### config.mk
export PLATFORM = sky130hd
export DESIGN_NAME = cycle_timer
export DESIGN_NICKNAME = d
export VERILOG_FILES = /design/src/rtl/cycle_timer_pkg.sv /design/src/rtl/cycle_timer_tick_prescaler.sv /design/src/rtl/cycle_timer.sv
export SDC_FILE = /design/constraint.sdc
export NUM_CORES = 1
export LEC_CHECK = 0
export ABC_AREA = 1
export CORE_ASPECT_RATIO = 1.2
export CORE_MARGIN = 2
export CORE_UTILIZATION = 25
export CTS_BUF_LIST = sky130_fd_sc_hd__clkbuf_16
export DETAILED_ROUTE_END_ITERATION = 10
export PLACE_DENSITY = 0.39
export SLEW_MARGIN = 40
export SYNTH_ARGS = -nofsm -noshare
export SYNTH_HDL_FRONTEND = slang
export SYNTH_HIERARCHICAL = 1
export SYNTH_SLANG_ARGS = --single-unit
### constraint.sdc
create_clock -name clock -period 3.3 [get_ports clock]
set_input_delay 0.66 -clock clock [delete_from_list [all_inputs] [get_ports clock]]
set_output_delay 0.66 -clock clock [all_outputs]
set_load 0.05 [all_outputs]
### src/rtl/cycle_timer_pkg.sv
// cycle_timer_pkg: shared state encoding and mode constants for the cycle timer.
// Revision: 1.0
`default_nettype none

package cycle_timer_pkg;

  typedef enum logic [0:0] {
    ST_IDLE = 1'b0,
    ST_RUN  = 1'b1
  } state_t;

  localparam logic MODE_ONESHOT  = 1'b0;
  localparam logic MODE_PERIODIC = 1'b1;

endpackage

`default_nettype wire

### src/rtl/cycle_timer_tick_prescaler.sv
// tick_prescaler: divides the clock into a tick strobe every PRESCALE enabled cycles.
// Revision: 1.0
`default_nettype none

module tick_prescaler #(
  parameter int PRESCALE = 1
) (
  input  logic clock,
  input  logic reset,
  input  logic clear,
  input  logic enable,
  output logic tick
);

  generate
    if (PRESCALE <= 1) begin : g_bypass
      logic unused_inputs;
      assign unused_inputs = ^{clock, reset, clear};
      assign tick = enable;
    end else begin : g_div
      localparam int CW = $clog2(PRESCALE);
      localparam logic [CW-1:0] LAST = CW'(PRESCALE - 1);
      logic [CW-1:0] cnt;

      // clear wins over counting so a restart always begins a full interval
      always_ff @(posedge clock or posedge reset) begin
        if (reset) begin
          cnt <= '0;
        end else if (clear) begin
          cnt <= '0;
        end else if (enable) begin
          cnt <= (cnt == LAST) ? '0 : cnt + 1'b1;
        end
      end

      assign tick = enable && (cnt == LAST);
    end
  endgenerate

endmodule

`default_nettype wire

### src/rtl/cycle_timer.sv
// cycle_timer: programmable down-counter producing one-shot or periodic terminal-count pulses.
// Revision: 1.0
`default_nettype none

module cycle_timer
  import cycle_timer_pkg::*;
#(
  parameter int WIDTH    = 16,
  parameter int PRESCALE = 1
) (
  input  logic             clock,
  input  logic             reset,
  input  logic             load,
  input  logic [WIDTH-1:0] load_value,
  input  logic             periodic,
  input  logic             start,
  input  logic             stop,
  output logic [WIDTH-1:0] count,
  output logic             tc,
  output logic             busy
);

  state_t           state;
  logic [WIDTH-1:0] reload;
  logic             mode;
  logic             tick;
  logic [WIDTH-1:0] start_value;
  logic             start_ok;
  logic             run;

  // a same-cycle load bypasses the reload register so start sees the new period
  assign start_value = load ? load_value : reload;
  assign start_ok    = start && (start_value != '0);
  assign run         = (state == ST_RUN);

  tick_prescaler #(
    .PRESCALE(PRESCALE)
  ) u_prescaler (
    .clock (clock),
    .reset (reset),
    .clear (start_ok && !stop),
    .enable(run),
    .tick  (tick)
  );

  always_ff @(posedge clock or posedge reset) begin
    if (reset) begin
      reload <= '0;
    end else if (load) begin
      reload <= load_value;
    end
  end

  always_ff @(posedge clock or posedge reset) begin
    if (reset) begin
      state <= ST_IDLE;
      count <= '0;
      tc    <= 1'b0;
      busy  <= 1'b0;
      mode  <= MODE_ONESHOT;
    end else begin
      tc <= 1'b0;
      if (stop) begin
        state <= ST_IDLE;
        busy  <= 1'b0;
      end else if (start_ok) begin
        state <= ST_RUN;
        busy  <= 1'b1;
        count <= start_value;
        mode  <= periodic;
      end else if (run && tick) begin
        // treating 0 as terminal too keeps the counter from ever wrapping
        if (count <= WIDTH'(1)) begin
          tc <= 1'b1;
          if (mode == MODE_PERIODIC) begin
            count <= reload;
          end else begin
            count <= '0;
            state <= ST_IDLE;
            busy  <= 1'b0;
          end
        end else begin
          count <= count - 1'b1;
        end
      end
    end
  end

endmodule

`default_nettype wire

; Word-level counts from Yosys, hierarchy flattened
; Cells that the tools add are included.
[word_totals]
output_inout_bits = 18
inputBits = 22
wordCells = 37
reg_bits = 36
[op_classes]
mux = 19
bitwise_logic = 1
eq_ne = 1
n_reduce_logical = 8
n_lt_le_gt_ge = 1
n_addsub = 1
[ops]
columns = operator, count
row1 = $mux W16, 5
row2 = $le A16 B1 Y1 const B, 1
row3 = $reduce_bool A16 Y1, 1
row4 = $sub A16 B1 Y16 const B, 1
row5 = $mux W1, 14
row6 = $reduce_bool A3 Y1, 2
row7 = $reduce_and A2 Y1, 2
row8 = $ne A3 B2 Y1 const B, 1
row9 = $reduce_and A3 Y1, 1
row10 = $reduce_bool A2 Y1, 1
row11 = $logic_and A1 B1 Y1, 1
row12 = $not A1 Y1, 1

; Logic depth before layout (Yosys ltp)
[logic_depth]
depth_word = 5
ltp_mapped = 15
mapped_depth_nobuf = 13

; Cells and area by module
; The synthesis kept the hierarchy.
[by_module_without_submodules]
columns = module, seq_area_each_um2, cells_each, n_inst, area_per_inst_um2
row1 = cycle_timer, 875.8, 392, 1, 2501.1
row2 = tick_prescaler, 0.0, 1, 1, 7.5

; Least setup slack after synthesis
; Ideal clock, no wire load.
[synth_timing]
path_kind = reg2reg
from = register count[0]
to = register count[3]
t_required_ns = 3.233
n_path_buf = 1
slack_ns = 1.276
period_less_slack_ns = 2.024
t_arrival_ns = 1.956
setup_time_ns = 0.067
stages_incl_launch_ff = 13
path_cell_list = dfrtp_1 -> inv_1 -> ha_1 -> nor2_1 -> nor2_1 -> nand3_1 -> clkbuf_1 -> nand3_1 -> nand2_1 -> nand2_1 -> nand2_1 -> nand2_1 -> nand2_1
[synth_between]
elab_chain_len = 4
elab_cells_between_ends = 5
classes_between = 1 x add/sub / 1 x order compare / 3 x mux
[synth_lines]
columns = element, line_no
row1 = from (decl), cycle_timer.sv:18  ; output logic [WIDTH-1:0] count,
row2 = from (signal assigned), cycle_timer.sv:69  ; count <= start_value;
row3 = from (signal assigned), cycle_timer.sv:76  ; count <= reload;
row4 = from (signal assigned), cycle_timer.sv:83  ; count <= count - 1'b1;
row5 = $sub A16 B1 Y16 or $le A16 B1 Y1 (tied branches), "cycle_timer.sv:83, cycle_timer.sv:73"
row6 = $mux W16 (*), cycle_timer.sv:73  ; if (count <= WIDTH'(1)) begin
row7 = $mux W16 (*), cycle_timer.sv:71  ; end else if (run && tick) begin
row8 = $mux W16 (*), cycle_timer.sv:66  ; end else if (start_ok) begin
; Every way passes the cells marked *; elsewhere a longest branch is shown, timed or not. The select of a mux whose other input is x is not followed.
; A chain may end at the register's enable or synchronous reset.

; Final worst setup path
[layout_timing]
from = input load
to = register mode
[layout_between]
elab_chain_len = 4
[layout_lines]
columns = element, line_no
row1 = from (decl), cycle_timer.sv:13  ; input logic load,
row2 = $mux W16, n/a
row3 = net start_value[6], cycle_timer.sv:27  ; logic [WIDTH-1:0] start_value;
row4 = $reduce_bool A16 Y1, cycle_timer.sv:33  ; assign start_ok = start && (start_value != '0);
row5 = $logic_and A1 B1 Y1, cycle_timer.sv:33
row6 = $reduce_and A2 Y1 (no source line), n/a
row7 = to (signal assigned), cycle_timer.sv:70  ; mode <= periodic;
row8 = to (decl), cycle_timer.sv:25  ; logic mode;
; The timed path passes the listed nets, and every way through them passes these cells.

==> results by group <==
STA
  • Max Clock Skew: 3.24 ps
  • Minimum hold slack: about 520 ps
  • Final Hold Vio Count: 0
  • Final Setup Violations: 0
  • Relative slew slack: 50.4%
  • Min cycle time layout: 2320 ps
  • Slew at the pin closest to its max-slew limit: between 700 and 800 ps
  • TNS Setup: 0 ps
  • RSZ-0062 raised after global routing: false
  • Achievable Freq: 431 MHz
  • Tcrit/Tclk final: between 70 and 80%
  • Slew Viols, Final: 0

Clocking
  • Cts hold-fix bufs: 0
  • Clk root buf: clkbuf_16
  • CTS tree: built
  • Worst-Skew Late Latency: 280 ps
  • CTS clk-pin slew, worst paths: about 60 ps
  • CTS max path bufs: 2
  • Setup bufs post-CTS: 0
  • CTS buffer count: 5
  • Post_cts resized: 0
  • H-tree depth: 2
  • Sinks on Clock Net: 35

Setup path
  • Required time of the critical path: 3470 ps
  • Worst setup EP type: register
  • Cell class contributing the biggest share of worst-path delay: buffers and inverters
  • Startpoint types: input port
  • CP max stage delay: 460 ps
  • CP arrival: 2490 ps
  • Worst path buffer plus inverter count: 4
  • Crit path top cell by count: nand2_1
  • Critical path peak fanout: 19
  • Slowest CP cell: clkdlybuf4s50_1
  • CP cell instances: clkdlybuf4s50_1 > buf_4 > nand2_1 > nand2_1 > nor2_1 > nand2_1 > nor2_2 > nand2_4 > nand3_4 > buf_4 > inv_1 > nand2_1 > nand2_1
  • Type of the worst setup path: in -> reg

Synth
  • Flops & latches, synth: 35
  • Largest area contributor in the netlist: dfrtp_1
  • Top cell type's share of synthesized area: about a third
  • Yosys cell types: 23
  • Post-Syn Area: roughly 2500 um2
  • Syn Nets: 417
  • Sequential area share after synthesis: 34.9%
  • Synth warn: 6
  • Dominant synthesized flop cell: dfrtp_1
  • Ys async rst share: 100%
  • EDFF count, synth: 0
  • Gate Count Post-Synth: 393
  • Avg Inst Size Synth: 6.38 um2
  • Top cells by area, synth: dfrtp_1 (35%), nand2_1 (26%), nand3_1 (13%)

Place
  • Cell Area, Placed: 2960 um2
  • I/O Buffers: 39
  • GPL Wtd Cong: slightly above 0.8
  • DPL Wire Length: 5700 um

Detailed routing
  • DRT iter0 DRCs: 112
  • DRC viols: 0
  • Antenna Nets Post-Route: 0
  • Via Count: 2369
  • Post-Route WL: 7240 um
  • DR vias/cell: 4.28
  • First-pass iteration count of the detailed router: 6
  • Wire per inst: approximately 13 um

Power
  • Switch share: 43.1%
  • Flop pwr share: 30.2%
  • VDD IR-drop max: 0.193 mV
  • Clock power frac: 26.8%
  • Switching pwr: around 0.00086 W
  • Pleak: ~1.7 nW
  • Overall Power: between 0.002 and 0.0025 W
  • Int Pwr: between 0.001 and 0.0015 W
  • Pwr Density: between 600 and 700 nW/um2
  • Combinational Power Share: 43.0%

Cells and area
  • Design area: approximately 3100 um2
  • Area Overhead vs Synth: 24.4%
  • Antenna Cells: 0
  • Proportion of layout cells with a drive suffix above 1: 9.11%
  • Final #Nets: around 450

Global route
  • Largest net degree at the start of global routing: 22
  • GRT overflow: 0
  • Global-route wire length before repair: 12000 um
  • GRT Util Overall: roughly 14%
  • Initial antenna violation count: 0
  • Vias in the first global route: about 2300

Floorplan
  • Die outline height: around 110 um
  • Die boundary width: 95.4 um
  • Die area: 10900 um2
  • FP Rows: 40
  • Initial Utilization: between 20% and 30%
  • Core ar.: slightly below 10000 um2
  • Ports: 40

Run status
  • Status: finished, final reports clean

Worst hold path
  • Hold crit path type: reg -> reg

Flow run
  • Maxcap violations: 0
-- power groups by stage --
stage | Clock, W | Combinational (W) | Sequential [W]
2_1_floorplan | 0 | 0.000453 | 0.000755
3_3_place_gp | 0 | 0.000867 | 0.000616
3_5_place_dp | 0 | 0.000869 | 0.000616
4_1_cts | 0.000551 | 0.000873 | 0.000608
5_1_grt | 0.000567 | 0.000968 | 0.000623
6_report | 0.000536 | 0.000861 | 0.000605
-- layer usage --
metal	up-vias	wire, um	track usage [%]
li1	1280	-	-
met2	42	3210	22.3
met4	0	97	4.00
met3	6	223	2.18
met5	-	0	0
met1	1041	3710	20.6
-- worst paths after layout --
check                                      from                     to  slack [ps]  depth (start not counted)
setup / recovery                           load       mode$_DFFE_PP0P_         980                         13
min in group asynchronous                 reset           tc$_DFF_PP0_         770                          2
hold reg to reg             reload[0]$_DFF_PP0_    reload[0]$_DFF_PP0_         520                          2
setup reg to reg           count[0]$_DFFE_PP0P_  count[12]$_DFFE_PP0P_        1070                         13
max in group asynchronous                 reset   count[2]$_DFFE_PP0P_        1800                          3
hold / removal              reload[0]$_DFF_PP0_    reload[0]$_DFF_PP0_         520                          2
-- through the flow --
stage | std cells | setup slack [ps] | utilization, %
final | 554 | 981 | 31.5
after global routing | 554 | 748 | 31.5
after CTS | 554 | 940 | 31.5
after detailed placement | 546 | 644 | 29.8
after global placement | 546 | 639 | 29.8
after floorplan | 393 | 1280 | -
-- kinds of logic after synthesis --
logic type / synth area share, %
flip-flops: 34.9
AND/OR/NAND/NOR: 53.3
buffers and inverters: 9.73
AO/OA/AOI/OAI: 0.399
XOR/XNOR: 0.698
adder cells (fa/ha/maj): 0.997
-- cells in the final DEF (no fill, tap or decap), types with 2 or more instances in the layout --
cell type        count
nor2_2               4
buf_4                4
inv_1               29
xor2_1               2
nand2_4              2
clkbuf_16            5
nor2_1              36
clkdlybuf4s50_1     39
nand3_1             63
o21ai_0              2
nand3b_1             3
dfrtp_1             35
nand2_2             18
ha_1                 2
nand2_1            176
-- state kept, by name, indices dropped and copies added (netlist names) --
name / flops
reload: 16
mode: 1
count: 16
run: 1
tc: 1
-- final cells by class --
class / instances / area [um2]
Sequential cell: 35 / 876
Clock inverter: 3 / 38.8
Inverter: 30 / 115
Tap cell: 126 / 158
Timing Repair Buffer: 43 / 420
Multi-Input combinational cell: 312 / 1390
Clock buffer: 5 / 125
Fill cell: 1126 / 6790
-- worst min-delay path, delay by kind of cell, from the launching register on --
kind | cells | cell delay [ps]
DFF | 1 | 360
and+or+nand+nor | 2 | 130
-- cell usage after synthesis, types with 2 or more instances --
cell and number:
nand2_1 176, nand3_1 63, nor2_1 36, dfrtp_1 35, inv_1 29, nand2_2 18
buf_2 4, nor2_2 4, buf_6 3, buf_8 3, nand3b_1 3, buf_1 2
buf_4 2, clkbuf_1 2, ha_1 2, nand2_4 2, o21ai_0 2, xor2_1 2
Note: power is estimated with default switching activity, not from simulation.
